==> config.mk <==
export PLATFORM = sky130hd
export DESIGN_NAME = ovi_issue_ctrl
export DESIGN_NICKNAME = d
export VERILOG_FILES = /design/src/rtl/ovi_issue_ctrl.sv
export SDC_FILE = /design/constraint.sdc
export NUM_CORES = 1
export LEC_CHECK = 0
export BUFFER_PORTS_ARGS = -buffer_cell sky130_fd_sc_hd__buf_2
export CAP_MARGIN = 15
export CORE_MARGIN = 2
export CORE_UTILIZATION = 47
export DETAILED_ROUTE_END_ITERATION = 6
export PLACE_DENSITY = 0.68
export SYNTH_ARGS = -nofsm -noshare
export SYNTH_HDL_FRONTEND = slang
export SYNTH_SLANG_ARGS = --single-unit
==> constraint.sdc <==
create_clock -name CLK -period 4.4 [get_ports CLK]
set_clock_uncertainty 0.05 [all_clocks]
set_input_delay 0 -clock CLK [delete_from_list [all_inputs] [get_ports CLK]]
set_output_delay 0 -clock CLK [all_outputs]
set_load 0.03 [all_outputs]
==> src/rtl/ovi_issue_ctrl.sv <==
// OVI issue controller: buffers vector instructions and issues them
// against vector-unit credits and an in-flight limit, with halt/drain.
module ovi_issue_ctrl #(
  parameter int DEPTH        = 4,
  parameter int CREDITS      = 4,
  parameter int MAX_INFLIGHT = 8,
  parameter int INSTR_W      = 32,
  parameter int OPND_W       = 64,
  parameter int VL_W         = 14,
  parameter int SEW_W        = 3
) (
  input  logic                 CLK,
  input  logic                 RST_N,
  input  logic                 HALT,
  input  logic                 REQ_VALID,
  output logic                 REQ_READY,
  input  logic [INSTR_W-1:0]   REQ_INSTR,
  input  logic [OPND_W-1:0]    REQ_OPND,
  input  logic                 CFG_WE,
  input  logic [VL_W-1:0]      CFG_VL,
  input  logic [SEW_W-1:0]     CFG_SEW,
  output logic                 ISSUE_VALID,
  output logic [INSTR_W-1:0]   ISSUE_INSTR,
  output logic [OPND_W-1:0]    ISSUE_OPND,
  output logic [VL_W-1:0]      ISSUE_VL,
  output logic [SEW_W-1:0]     ISSUE_SEW,
  input  logic                 ISSUE_CREDIT,
  input  logic                 COMPLETED_VALID,
  output logic [$clog2(MAX_INFLIGHT+1)-1:0] INFLIGHT,
  output logic                 IDLE,
  output logic                 ERR
);

  localparam int AW   = $clog2(DEPTH);
  localparam int CNTW = AW + 1;
  localparam int CW   = $clog2(CREDITS + 1);
  localparam int IW   = $clog2(MAX_INFLIGHT + 1);

  localparam logic [1:0] S_HALTED = 2'd0;
  localparam logic [1:0] S_RUN    = 2'd1;
  localparam logic [1:0] S_DRAIN  = 2'd2;

  logic [INSTR_W-1:0] q_instr [DEPTH];
  logic [OPND_W-1:0]  q_opnd  [DEPTH];
  logic [AW-1:0]      wr_ptr, rd_ptr;
  logic [CNTW-1:0]    count, count_nxt;
  logic [CW-1:0]      credits, credits_nxt;
  logic [IW-1:0]      inflight, inflight_nxt;
  logic [1:0]         state, state_nxt;
  logic [VL_W-1:0]    vl;
  logic [SEW_W-1:0]   sew;

  logic push, issue, empty, full;
  logic credit_ok, credit_err, comp_ok, comp_err;

  assign full  = (count == CNTW'(DEPTH));
  assign empty = (count == '0);
  assign push  = REQ_VALID && REQ_READY;

  assign issue = (state == S_RUN) && !HALT && !empty
              && (credits != '0)
              && (inflight < IW'(MAX_INFLIGHT));

  // a concurrent issue absorbs a return that would otherwise overflow
  assign credit_ok  = ISSUE_CREDIT && (issue || credits != CW'(CREDITS));
  assign credit_err = ISSUE_CREDIT && !credit_ok;
  assign comp_ok    = COMPLETED_VALID && (issue || inflight != '0);
  assign comp_err   = COMPLETED_VALID && !comp_ok;

  always_comb begin
    count_nxt = count;
    unique case ({push, issue})
      2'b10:   count_nxt = count + CNTW'(1);
      2'b01:   count_nxt = count - CNTW'(1);
      default: count_nxt = count;
    endcase
  end

  always_comb begin
    credits_nxt = credits;
    unique case ({issue, credit_ok})
      2'b10:   credits_nxt = credits - CW'(1);
      2'b01:   credits_nxt = credits + CW'(1);
      default: credits_nxt = credits;
    endcase
  end

  always_comb begin
    inflight_nxt = inflight;
    unique case ({issue, comp_ok})
      2'b10:   inflight_nxt = inflight + IW'(1);
      2'b01:   inflight_nxt = inflight - IW'(1);
      default: inflight_nxt = inflight;
    endcase
  end

  always_comb begin
    state_nxt = state;
    unique case (state)
      S_HALTED: if (!HALT) state_nxt = S_RUN;
      S_RUN:    if (HALT) state_nxt = S_DRAIN;
      S_DRAIN: begin
        if (!HALT)                  state_nxt = S_RUN;
        else if (inflight_nxt == '0) state_nxt = S_HALTED;
      end
      default:  state_nxt = S_HALTED;
    endcase
  end

  always_ff @(posedge CLK) begin
    if (!RST_N) begin
      wr_ptr   <= '0;
      rd_ptr   <= '0;
      count    <= '0;
      credits  <= CW'(CREDITS);
      inflight <= '0;
      state    <= S_HALTED;
      vl       <= VL_W'(8);
      sew      <= SEW_W'(2);
      ERR      <= 1'b0;
    end else begin
      if (push)  wr_ptr <= wr_ptr + AW'(1);
      if (issue) rd_ptr <= rd_ptr + AW'(1);
      count    <= count_nxt;
      credits  <= credits_nxt;
      inflight <= inflight_nxt;
      state    <= state_nxt;
      if (CFG_WE) begin
        vl  <= CFG_VL;
        sew <= CFG_SEW;
      end
      if (credit_err || comp_err) ERR <= 1'b1;
    end
  end

  // payload storage needs no reset; occupancy is tracked by count
  always_ff @(posedge CLK) begin
    if (push) begin
      q_instr[wr_ptr] <= REQ_INSTR;
      q_opnd[wr_ptr]  <= REQ_OPND;
    end
  end

  assign REQ_READY   = RST_N && !full;
  assign ISSUE_VALID = issue;
  assign ISSUE_INSTR = q_instr[rd_ptr];
  assign ISSUE_OPND  = q_opnd[rd_ptr];
  assign ISSUE_VL    = vl;
  assign ISSUE_SEW   = sew;
  assign INFLIGHT    = inflight;
  assign IDLE        = (state == S_HALTED);

endmodule

## Word-level counts from Yosys, hierarchy flattened

Memory sizes are Yosys's and may differ from the RTL's. A register that Yosys moved wholly into a read port is not among the register bits.
Cells that the tools add are included.

| operators by class | value |
|---|---|
| add/sub/neg operators | 8 |
| $lt $le $gt $ge | 1 |
| eq/ne operators | 13 |
| multiplexer cells | 14 |
| reductions and logical operators | 26 |

Operator list:

| kind | number |
|---|---|
| 2-bit 2-to-1 mux | 8 |
| 3-bit case mux with 2 select lines | 2 |
| 1-bit logical AND | 10 |
| 2-bit by 1-bit equality test with 1-bit output (second input constant) | 4 |
| 2-bit equality test (second input constant) | 4 |
| 4-bit case mux with 2 select lines | 1 |
| 3-bit by 1-bit adder with 3-bit output (second input constant) | 2 |
| 3-bit inequality test (second input constant) | 2 |
| 2-bit case mux with 3 select lines | 1 |
| 3-bit by 1-bit subtractor with 3-bit output (second input constant) | 2 |
| 1-bit logical NOT | 5 |
| 2-bit by 1-bit adder with 2-bit output (second input constant) | 2 |
| 4-bit by 1-bit adder with 4-bit output (second input constant) | 1 |
| 4-bit logical NOT | 1 |
| 4-bit < comparator (second input constant) | 1 |
| 2-bit inequality test (second input constant) | 2 |
| 2-bit nonzero test | 2 |
| 4-bit nonzero test | 1 |
| 4-bit by 1-bit subtractor with 4-bit output (second input constant) | 1 |
| 3-bit equality test (second input constant) | 1 |
| 3-bit logical NOT | 1 |
| 1-bit logical OR | 3 |
| 3-bit AND reduction | 1 |
| 3-bit nonzero test | 1 |
| other kinds (2) | 3 |

| storage, ports and cells | value |
|---|---|
| flip-flop bits (word level) | 34 |
| RAM bits | 384 |
| output and inout port bits | 121 |
| logic and storage cells | 73 |
| memories | 2 |

Memories:

| memory | depth | width | read ports | clocked after Yosys merged registers in | wr ports | line | RTL |
|---|---|---|---|---|---|---|---|
| q_opnd | 4 | 64 | 1 | 1 | 1 | 44 | `logic [OPND_W-1:0] q_opnd [DEPTH];` |
| q_instr | 4 | 32 | 1 | 1 | 1 | 43 | `logic [INSTR_W-1:0] q_instr [DEPTH];` |

## Depth between registers and ports, before layout

Gate-level depths: netlist of run 1.

| logic depth | value |
|---|---|
| word-level depth | 13 |
| depth in mapped cells | 11 |
| mapped depth without buffers | 11 |

## Worst setup path after synthesis of run 1

No wires, ideal clock.

| timing path | value |
|---|---|
| path kind | register to register |
| start | register count[0] |
| end | memory q_instr[1][0] (enable) |
| library setup time | 0.466 ns |
| arrival time | 3.115 ns |
| path slack | 0.770 ns |
| cell stages (with the launch flop) | 4 |
| buffers on the path | 0 |
| period minus slack after synthesis | 3.630 ns |
| cells stage by stage | dfxtp_1 > nor2_1 > a211oi_2 > and2_1 |

| on the way | value |
|---|---|
| cells in the longest elaborated chain, start to end | 6 |

Ends and longest elaborated chain:

| element | line | RTL |
|---|---|---|
| start, declared | 46 | `logic [CNTW-1:0] count, count_nxt;` |
| start signal, assigned | 124 | `count <= count_nxt;` |
| 3-bit equality test | 56 | `assign full = (count == CNTW'(DEPTH));` |
| 1-bit logical NOT | 144 | `assign REQ_READY = RST_N && !full;` |
| 1-bit logical AND | 144 |  |
| 1-bit logical AND | 58 | `assign push = REQ_VALID && REQ_READY;` |
| 1-bit 2-to-1 mux | 138 | `if (push) begin` |
| 1-bit 2-to-1 mux (implied by the code) | 139 | `q_instr[wr_ptr] <= REQ_INSTR;` |
| end, declared | 43 |  |

Every way passes these cells.

## Final worst setup path of run 1

| timing path | value |
|---|---|
| start | register state[1] |
| end | register state[1] |

| on the way | value |
|---|---|
| cells in the longest elaborated chain, start to end | 12 |

Ends and longest elaborated chain:

| element | line | RTL |
|---|---|---|
| start, declared | 49 | `logic [1:0] state, state_nxt;` |
| start signal, assigned | 127 | `state <= state_nxt;` |
| 2-bit by 1-bit equality test with 1-bit output | 60, 99 |  |
| 1-bit logical AND (2 in a row) | 60 | `assign issue = (state == S_RUN) && !HALT && !empty` |
| 1-bit logical AND | 61 | `&& (credits != '0)` |
| 1-bit logical AND | 62 | `&& (inflight < IW'(MAX_INFLIGHT));` |
| 1-bit logical OR | 67 | `assign comp_ok = COMPLETED_VALID && (issue \|\| inflight != '0);` |
| 1-bit logical AND | 67 |  |
| 2-bit by 1-bit equality test with 1-bit output or 2-bit equality test (tied branches) | 90 | `unique case ({issue, comp_ok})` |
| 4-bit case mux with 2 select lines | 90 |  |
| 4-bit logical NOT | 104 | `else if (inflight_nxt == '0) state_nxt = S_HALTED;` |
| 3-bit inequality test (no source line) | n/a |  |
| 3-bit AND reduction (no source line) | n/a |  |

Parallel ways exist; a longest one is shown, timed or not.
A chain may end at the register's enable or synchronous reset.

==> results.sh, run 1 <==
export IMPL_coreArea_sq_um=32500
export IMPL_fin_total_pwr_mw=8.81
export IMPL_first_pass_iters=4
export IMPL_cts_root_buf="clkbuf_16"
export IMPL_finalHoldViolCount=0
export IMPL_crit_type="flop to flop"
export IMPL_ios=241
export IMPL_cts_num_sinks=420
export IMPL_first_iter_violations=567
export IMPL_cts_resized_gates=0
export IMPL_syn_nets=808
export IMPL_ys_ff_latch=420
export IMPL_seq_area_frac_synth_pct=79.2
export IMPL_hp_start="HALT"
export IMPL_worstPathMaxFanout=8
export IMPL_route_antenna_remaining_nets=0
export IMPL_layout_commonest_cell="edfxtp_1"
export IMPL_hp_class="input port to flop"
export IMPL_viasPerCell=5.17
export IMPL_wire_per_inst_um=20.3
export IMPL_yosysTopAreaCell="edfxtp_1"
export IMPL_worstMarginPinSlew_ns=1.01
export IMPL_synth_warnings=0
export IMPL_dpl_instance_area_sq_um=17200
export IMPL_finalCritPeriodShare_pct=63.1
export IMPL_start_util_pct=47.7
export IMPL_avgSynthCellArea_sq_um=22.9
export IMPL_vias=7999
export IMPL_grt_util_all_layers_pct=18.3
export IMPL_cts_tree="built"
export IMPL_ir_drop_mv=0.318
export IMPL_yosys_top_cells_area="edfxtp_1, mux4_2, dfxtp_1"
export IMPL_final_min_clock_period_ns=2.78
export IMPL_cap_violations=0
export IMPL_max_freq_ghz=0.360
export IMPL_setup_viol=0
export IMPL_die_area_sq_um=34400
export IMPL_grt_pass1_wl_um=47200
export IMPL_die_h_um=185
export IMPL_startpoint_type="flop"
export IMPL_rsz0062_at_grt="no"
export IMPL_synthCells=677
export IMPL_die_w_um=185
export IMPL_final_nets=1204
export IMPL_status="complete, no violations"
export IMPL_arrival_ns=3.11
export IMPL_drc=0
export IMPL_grt_overflow_total=0
export IMPL_htree_levels=2
export IMPL_powerDensity_nw_per_um2=444
export IMPL_clk_latency_ns=0.52
export IMPL_fin_tns_setup_ns=0
export IMPL_cts_buffers=42
export IMPL_dp_hpwl_um=18400
export IMPL_synth_distinct_cells=39
export IMPL_wl_um=31500
export IMPL_std_cell_rows=66
export IMPL_area_growth_pct=28.3
export IMPL_clk_pin_slew_worst_paths_ns=0.06
export IMPL_timing_rr_start="state[1]"
export IMPL_slew_violations=0
export IMPL_syn_cell_area_sq_um=15500
export IMPL_antenna_found_initial=2
export IMPL_portBuffers=240
export IMPL_place_gp_congestion=0.719
export IMPL_grt_max_degree=62
export IMPL_finalInstanceArea_sq_um=19900
export IMPL_cp_required_ns=4.74
export IMPL_worst_setup_path_end_kind="flop"
export IMPL_startpoint="state[1]"
export IMPL_timing_slew_headroom_pct=32.6
export IMPL_fillers=2305
export IMPL_layout_common_cells="edfxtp_1, buf_2, dlygate4sd3_1"
export IMPL_first_global_vias=8416
export IMPL_clk_path_buf_depth=3
export IMPL_p_leak_nw=6.88
export IMPL_synth_top_area_share_pct=74.5
export IMPL_drive_gt1_share_pct=36.7
==> final cells by class <==
class	instances	area (sq um)	area share, %
antenna	1	2.50	0.0126
multi-input combinational	215	3040	15.3
clock buffer	53	1110	5.61
sequential	420	12300	61.8
timing repair buffer	382	2670	13.4
inverter	12	47.5	0.239
tap	442	553	2.79
clock inverter	22	170	0.857
==> power breakdown <==
group / switching [mW] / leakage [nW] / internal (mW)
combinational: 0.514 / 2.47 / 0.383
sequential: 0.0702 / 3.78 / 4.49
clock: 1.40 / 0.624 / 1.96
total: 1.98 / 6.88 / 6.83
==> per-layer routing <==
layer,track usage [%],vias up,routed length (um)
met4,4.98,2,690
met3,4.30,50,2250
li1,-,3586,-
met1,25.4,4063,13600
met2,29.4,298,14900
met5,0,-,13
==> through the flow <==
step                      instances  hold slack [ns]  utilization, %  setup slack (ns)
after floorplan                 677           0.0119               -             0.770
after global placement         1337            0.158            53.1              1.69
after detailed placement       1337            0.158            53.1              1.62
after CTS                      1546            0.142            61.2              1.56
after global routing           1547            0.165            61.2              1.33
final                          1547            0.174            61.2              1.62
==> logic make-up after synthesis <==
logic type / after synthesis / share of synthesized area [%]
flip-flops: 420 / 79.2
multiplexers: 116 / 15.3
AND/OR/NAND/NOR: 57 / 1.84
buffers and inverters: 42 / 1.25
AO/OA/AOI/OAI: 21 / 0.938
adder cells (fa/ha/maj): 11 / 0.986
XOR/XNOR: 10 / 0.566
==> sequential cells by signal, indices dropped and copies added (netlist names), named ones only <==
signal	flops
ISSUE_VL	14
count	3
state	2
ERR	1
rd_ptr	2
credits	3
q_opnd	256
q_instr	128
ISSUE_SEW	3
INFLIGHT	4
wr_ptr	2
==> cells in the mapped netlist <==
cell type	count
nand3b_1	1
edfxtp_1	384
nand2b_4	1
or3_1	5
a32o_1	1
a22oi_1	1
nor4b_2	1
mux4_2	96
buf_4	5
o21ai_0	3
inv_4	1
a211oi_2	1
clkbuf_1	10
and3_4	1
buf_1	4
dfxtp_1	36
nor3_1	1
nor2b_1	1
nand3_1	3
mux2i_1	20
xor2_1	8
nor4_1	1
and2_1	4
xnor2_1	2
nand2_1	3
a21o_1	1
a21boi_0	1
a211oi_1	1
nor4b_1	1
a31oi_1	1
inv_1	11
a41oi_1	2
fa_1	2
a21oi_1	7
nor2_1	34
ha_1	9
o31ai_1	1
buf_2	11
a2111o_1	1
==> worst max-delay path, stage by stage (launching register included) <==
cell	delay, ns
dfxtp_1	0.35
nor4b_2	0.33
and3_4	0.27
inv_4	0.06
a21boi_0	0.24
ha_1	0.32
xor2_1	0.11
ha_1	0.19
a21oi_1	0.14
mux2i_1	0.23
xor2_1	0.23
a41oi_1	0.13
==> path summary, 6_finish.rpt <==
check / depth (start not counted) / to / slack, ns
worst max-delay path: 11 / state[1] / 1.62
worst max register to register: 11 / state[1] / 1.62
worst min register to register: 2 / flop / 0.44
worst min-delay path: 3 / state[0] / 0.17
==> repair_timing <==
action	CTS	global route
hold buffers	134	0
buffers inserted	0	0
hold endpoints to repair	407	0
No activity file was read; power rests on OpenSTA's default activity.
==> inputs of run 2 (changes only) <==
--- a/config.mk
+++ b/config.mk
@@ -10,7 +10,7 @@
 export CORE_MARGIN = 2
 export CORE_UTILIZATION = 47
 export DETAILED_ROUTE_END_ITERATION = 6
-export PLACE_DENSITY = 0.68
+export PLACE_DENSITY = 0.71
 export SYNTH_ARGS = -nofsm -noshare
 export SYNTH_HDL_FRONTEND = slang
 export SYNTH_SLANG_ARGS = --single-unit
==> constraint.sdc (replaced) <==
create_clock -name CLK -period 2.5 [get_ports CLK]
set_clock_uncertainty 0.05 [all_clocks]
set_input_delay 0 -clock CLK [delete_from_list [all_inputs] [get_ports CLK]]
set_output_delay 0 -clock CLK [all_outputs]
set_load 0.03 [all_outputs]
==> run 2 against run 1 <==
Effect of this change:
- register-to-register slack got worse by 1.6 ns
- clock power up 81%
- count of clock-buffer cells in the layout increased by 9
- hold slack worse by 0.15 ns
- sequential share of layout area fell by 1.3 points
- final cell count increased by 1.8%
- die area stayed put
- total power up 80%
- wire length is 1.2% lower
- critical path depth is 1 higher
- cell area rose by 2.2%
- critical endpoint is now INFLIGHT[2]
- largest cell class unchanged
- highest routed layer is now met4
==> results.sh, run 2 (synthesis results as in run 1) <==
export IMPL_status="complete, no violations"
export IMPL_std_cell_rows=66
export IMPL_diodes=0
export IMPL_crit_type="flop to flop"
export IMPL_max_freq_ghz=0.410
export IMPL_fin_tns_setup_ns=0
export IMPL_worstMarginPinSlew_ns=0.526
export IMPL_ir_drop_mv=0.596
export IMPL_place_gp_congestion=0.753
export IMPL_finalHoldViolCount=0
export IMPL_cts_num_sinks=420
export IMPL_p_clk_share_pct=38.3
export IMPL_powerDensity_nw_per_um2=780
export IMPL_finalCritPeriodShare_pct=97.5
export IMPL_grt_util_all_layers_pct=18.2
export IMPL_die_w_um=185
export IMPL_area_growth_pct=31.2
export IMPL_seqPwrFrac_pct=50.5
export IMPL_critical_path_max_stage_delay_ns=0.37
export IMPL_cp_required_ns=2.85
export IMPL_drc=0
export IMPL_layout_commonest_cell="edfxtp_1"
export IMPL_antenna_found_initial=0
export IMPL_clk_latency_ns=0.52
export IMPL_hp_class="input port to flop"
export IMPL_path_buf_inv=2
export IMPL_cap_violations=0
export IMPL_wl_um=31100
export IMPL_coreArea_sq_um=32500
export IMPL_fin_total_pwr_mw=15.8
export IMPL_vias=8082
export IMPL_grt_pass1_wl_um=47600
export IMPL_die_area_sq_um=34400
export IMPL_rsz0062_at_grt="yes"
export IMPL_cts_tree="built"
export IMPL_hold_worst_slack_ns=0.0229
export IMPL_final_nets=1231
export IMPL_worstPathMaxFanout=4
export IMPL_power_switching_mw=3.55
export IMPL_grt_max_degree=54
export IMPL_die_h_um=185
export IMPL_startpoint_type="flop"
export IMPL_ios=241
export IMPL_setup_viol=0
export IMPL_timing_slew_headroom_pct=64.9
export IMPL_start_util_pct=47.7
export IMPL_portBuffers=240
export IMPL_dp_hpwl_um=17900
export IMPL_clk_path_buf_depth=3
export IMPL_cpLargestDelayFamily="simple AND/OR/NAND/NOR gates"
export IMPL_cellInternalPower_mw=12.3
export IMPL_first_pass_iters=5
export IMPL_path_cells="or3_4 > and3_4 > inv_4 > a21boi_4 > ha_4 > xor2_2 > ha_2 > a21oi_2 > mux2i_1 > xor2_1 > buf_4 > nor2_1"
export IMPL_comb_power_share_pct=11.2
export IMPL_final_min_clock_period_ns=2.44
export IMPL_slew_violations=0
export IMPL_final_util_pct=62.5
export IMPL_cts_root_buf="clkbuf_16"
export IMPL_layout_common_cells="edfxtp_1, buf_2, dlygate4sd3_1"
export IMPL_first_iter_violations=458
export IMPL_top_register="q_opnd"
export IMPL_clk_pin_slew_worst_paths_ns=0.06
export IMPL_cts_buffers=42
export IMPL_grt_overflow_total=0
export IMPL_route_antenna_remaining_nets=0
export IMPL_cp_slowest_cell="or3_4"
export IMPL_arrival_ns=2.78
export IMPL_largest_register_ffs=256
export IMPL_fillers=2236
export IMPL_worst_setup_path_end_kind="flop"
export IMPL_viasPerCell=5.13
export IMPL_wire_per_inst_um=19.7
export IMPL_htree_levels=2
export IMPL_first_global_vias=8757
export IMPL_drive_gt1_share_pct=39.7
export IMPL_p_leak_nw=7.07
export IMPL_switching_share_pct=22.4
-- run 2: cell count changes in the layout (fill, tap and decap cells not counted), sizes merged --
cell         before  now
clkinv           18   11
diode             1    0
clkbuf           53   62
dlygate4sd3     134  136
bufinv            3    2
clkinvlp          0    1
buf             248  273
-- run 2: what timing repair did --
action,4_1_cts,5_1_grt
gates resized for setup,1,13
pin swaps,0,4
hold buffers,136,0
buffers inserted,0,2
setup endpoints to repair,1,3
hold endpoints to repair,407,0
-- run 2: worst paths after layout --
path / end / startpoint / depth (start not counted) / slack [ns]
worst max-delay path: INFLIGHT[2] / count[0] / 12 / 0.06
worst min register to register: ERR / ERR / 2 / 0.42
worst max register to register: INFLIGHT[2] / count[0] / 12 / 0.06
worst min-delay path: ISSUE_VL[12] / CFG_WE / 3 / 0.02
-- run 2: layer usage --
metal / wire (um) / GRT usage [%] / up-vias / share of wire (%)
li1: - / - / 3647 / -
met1: 12800 / 23.3 / 4092 / 41
met2: 15200 / 30.6 / 284 / 49
met3: 2390 / 5.22 / 59 / 7.7
met4: 681 / 4.98 / 0 / 2.2
met5: 0 / 0 / - / 0
-- run 2: final cells by class --
type | count | area (sq um) | area share, %
Multi-Input combinational cell | 215 | 3120 | 15.4
Sequential cell | 420 | 12300 | 60.4
Inverter | 12 | 47.5 | 0.234
Clock buffer | 62 | 1210 | 5.97
Timing Repair Buffer | 409 | 2970 | 14.6
Tap cell | 442 | 553 | 2.72
Clock inverter | 15 | 130 | 0.641
-- run 2: worst register-to-register path: stages, from the launching register on --
cell	delay, ns
dfxtp_2	0.32
or3_4	0.37
and3_4	0.20
inv_4	0.07
a21boi_4	0.06
ha_4	0.18
xor2_2	0.14
ha_2	0.17
a21oi_2	0.11
mux2i_1	0.22
xor2_1	0.24
buf_4	0.15
nor2_1	0.03
-- run 2: power by group through the flow --
stage / Clock [mW] / Sequential (mW) / Combinational [mW]
after floorplan: 0 / 8.20 / 0.895
after global placement: 0 / 8.13 / 1.49
after detailed placement: 0 / 8.14 / 1.51
after CTS: 6.19 / 7.99 / 1.71
after global routing: 6.49 / 8.01 / 1.93
final: 6.06 / 8.00 / 1.78
-- run 2: through the flow --
stage	std cells	setup slack (ns)	instance area (sq um)
floorplan	677	-0.0864	15500
global placement	1360	0.0401	17500
detailed placement	1360	-0.0136	17500
CTS	1573	0.0171	20200
global route	1575	-0.0815	20300
finish	1575	0.0626	20300
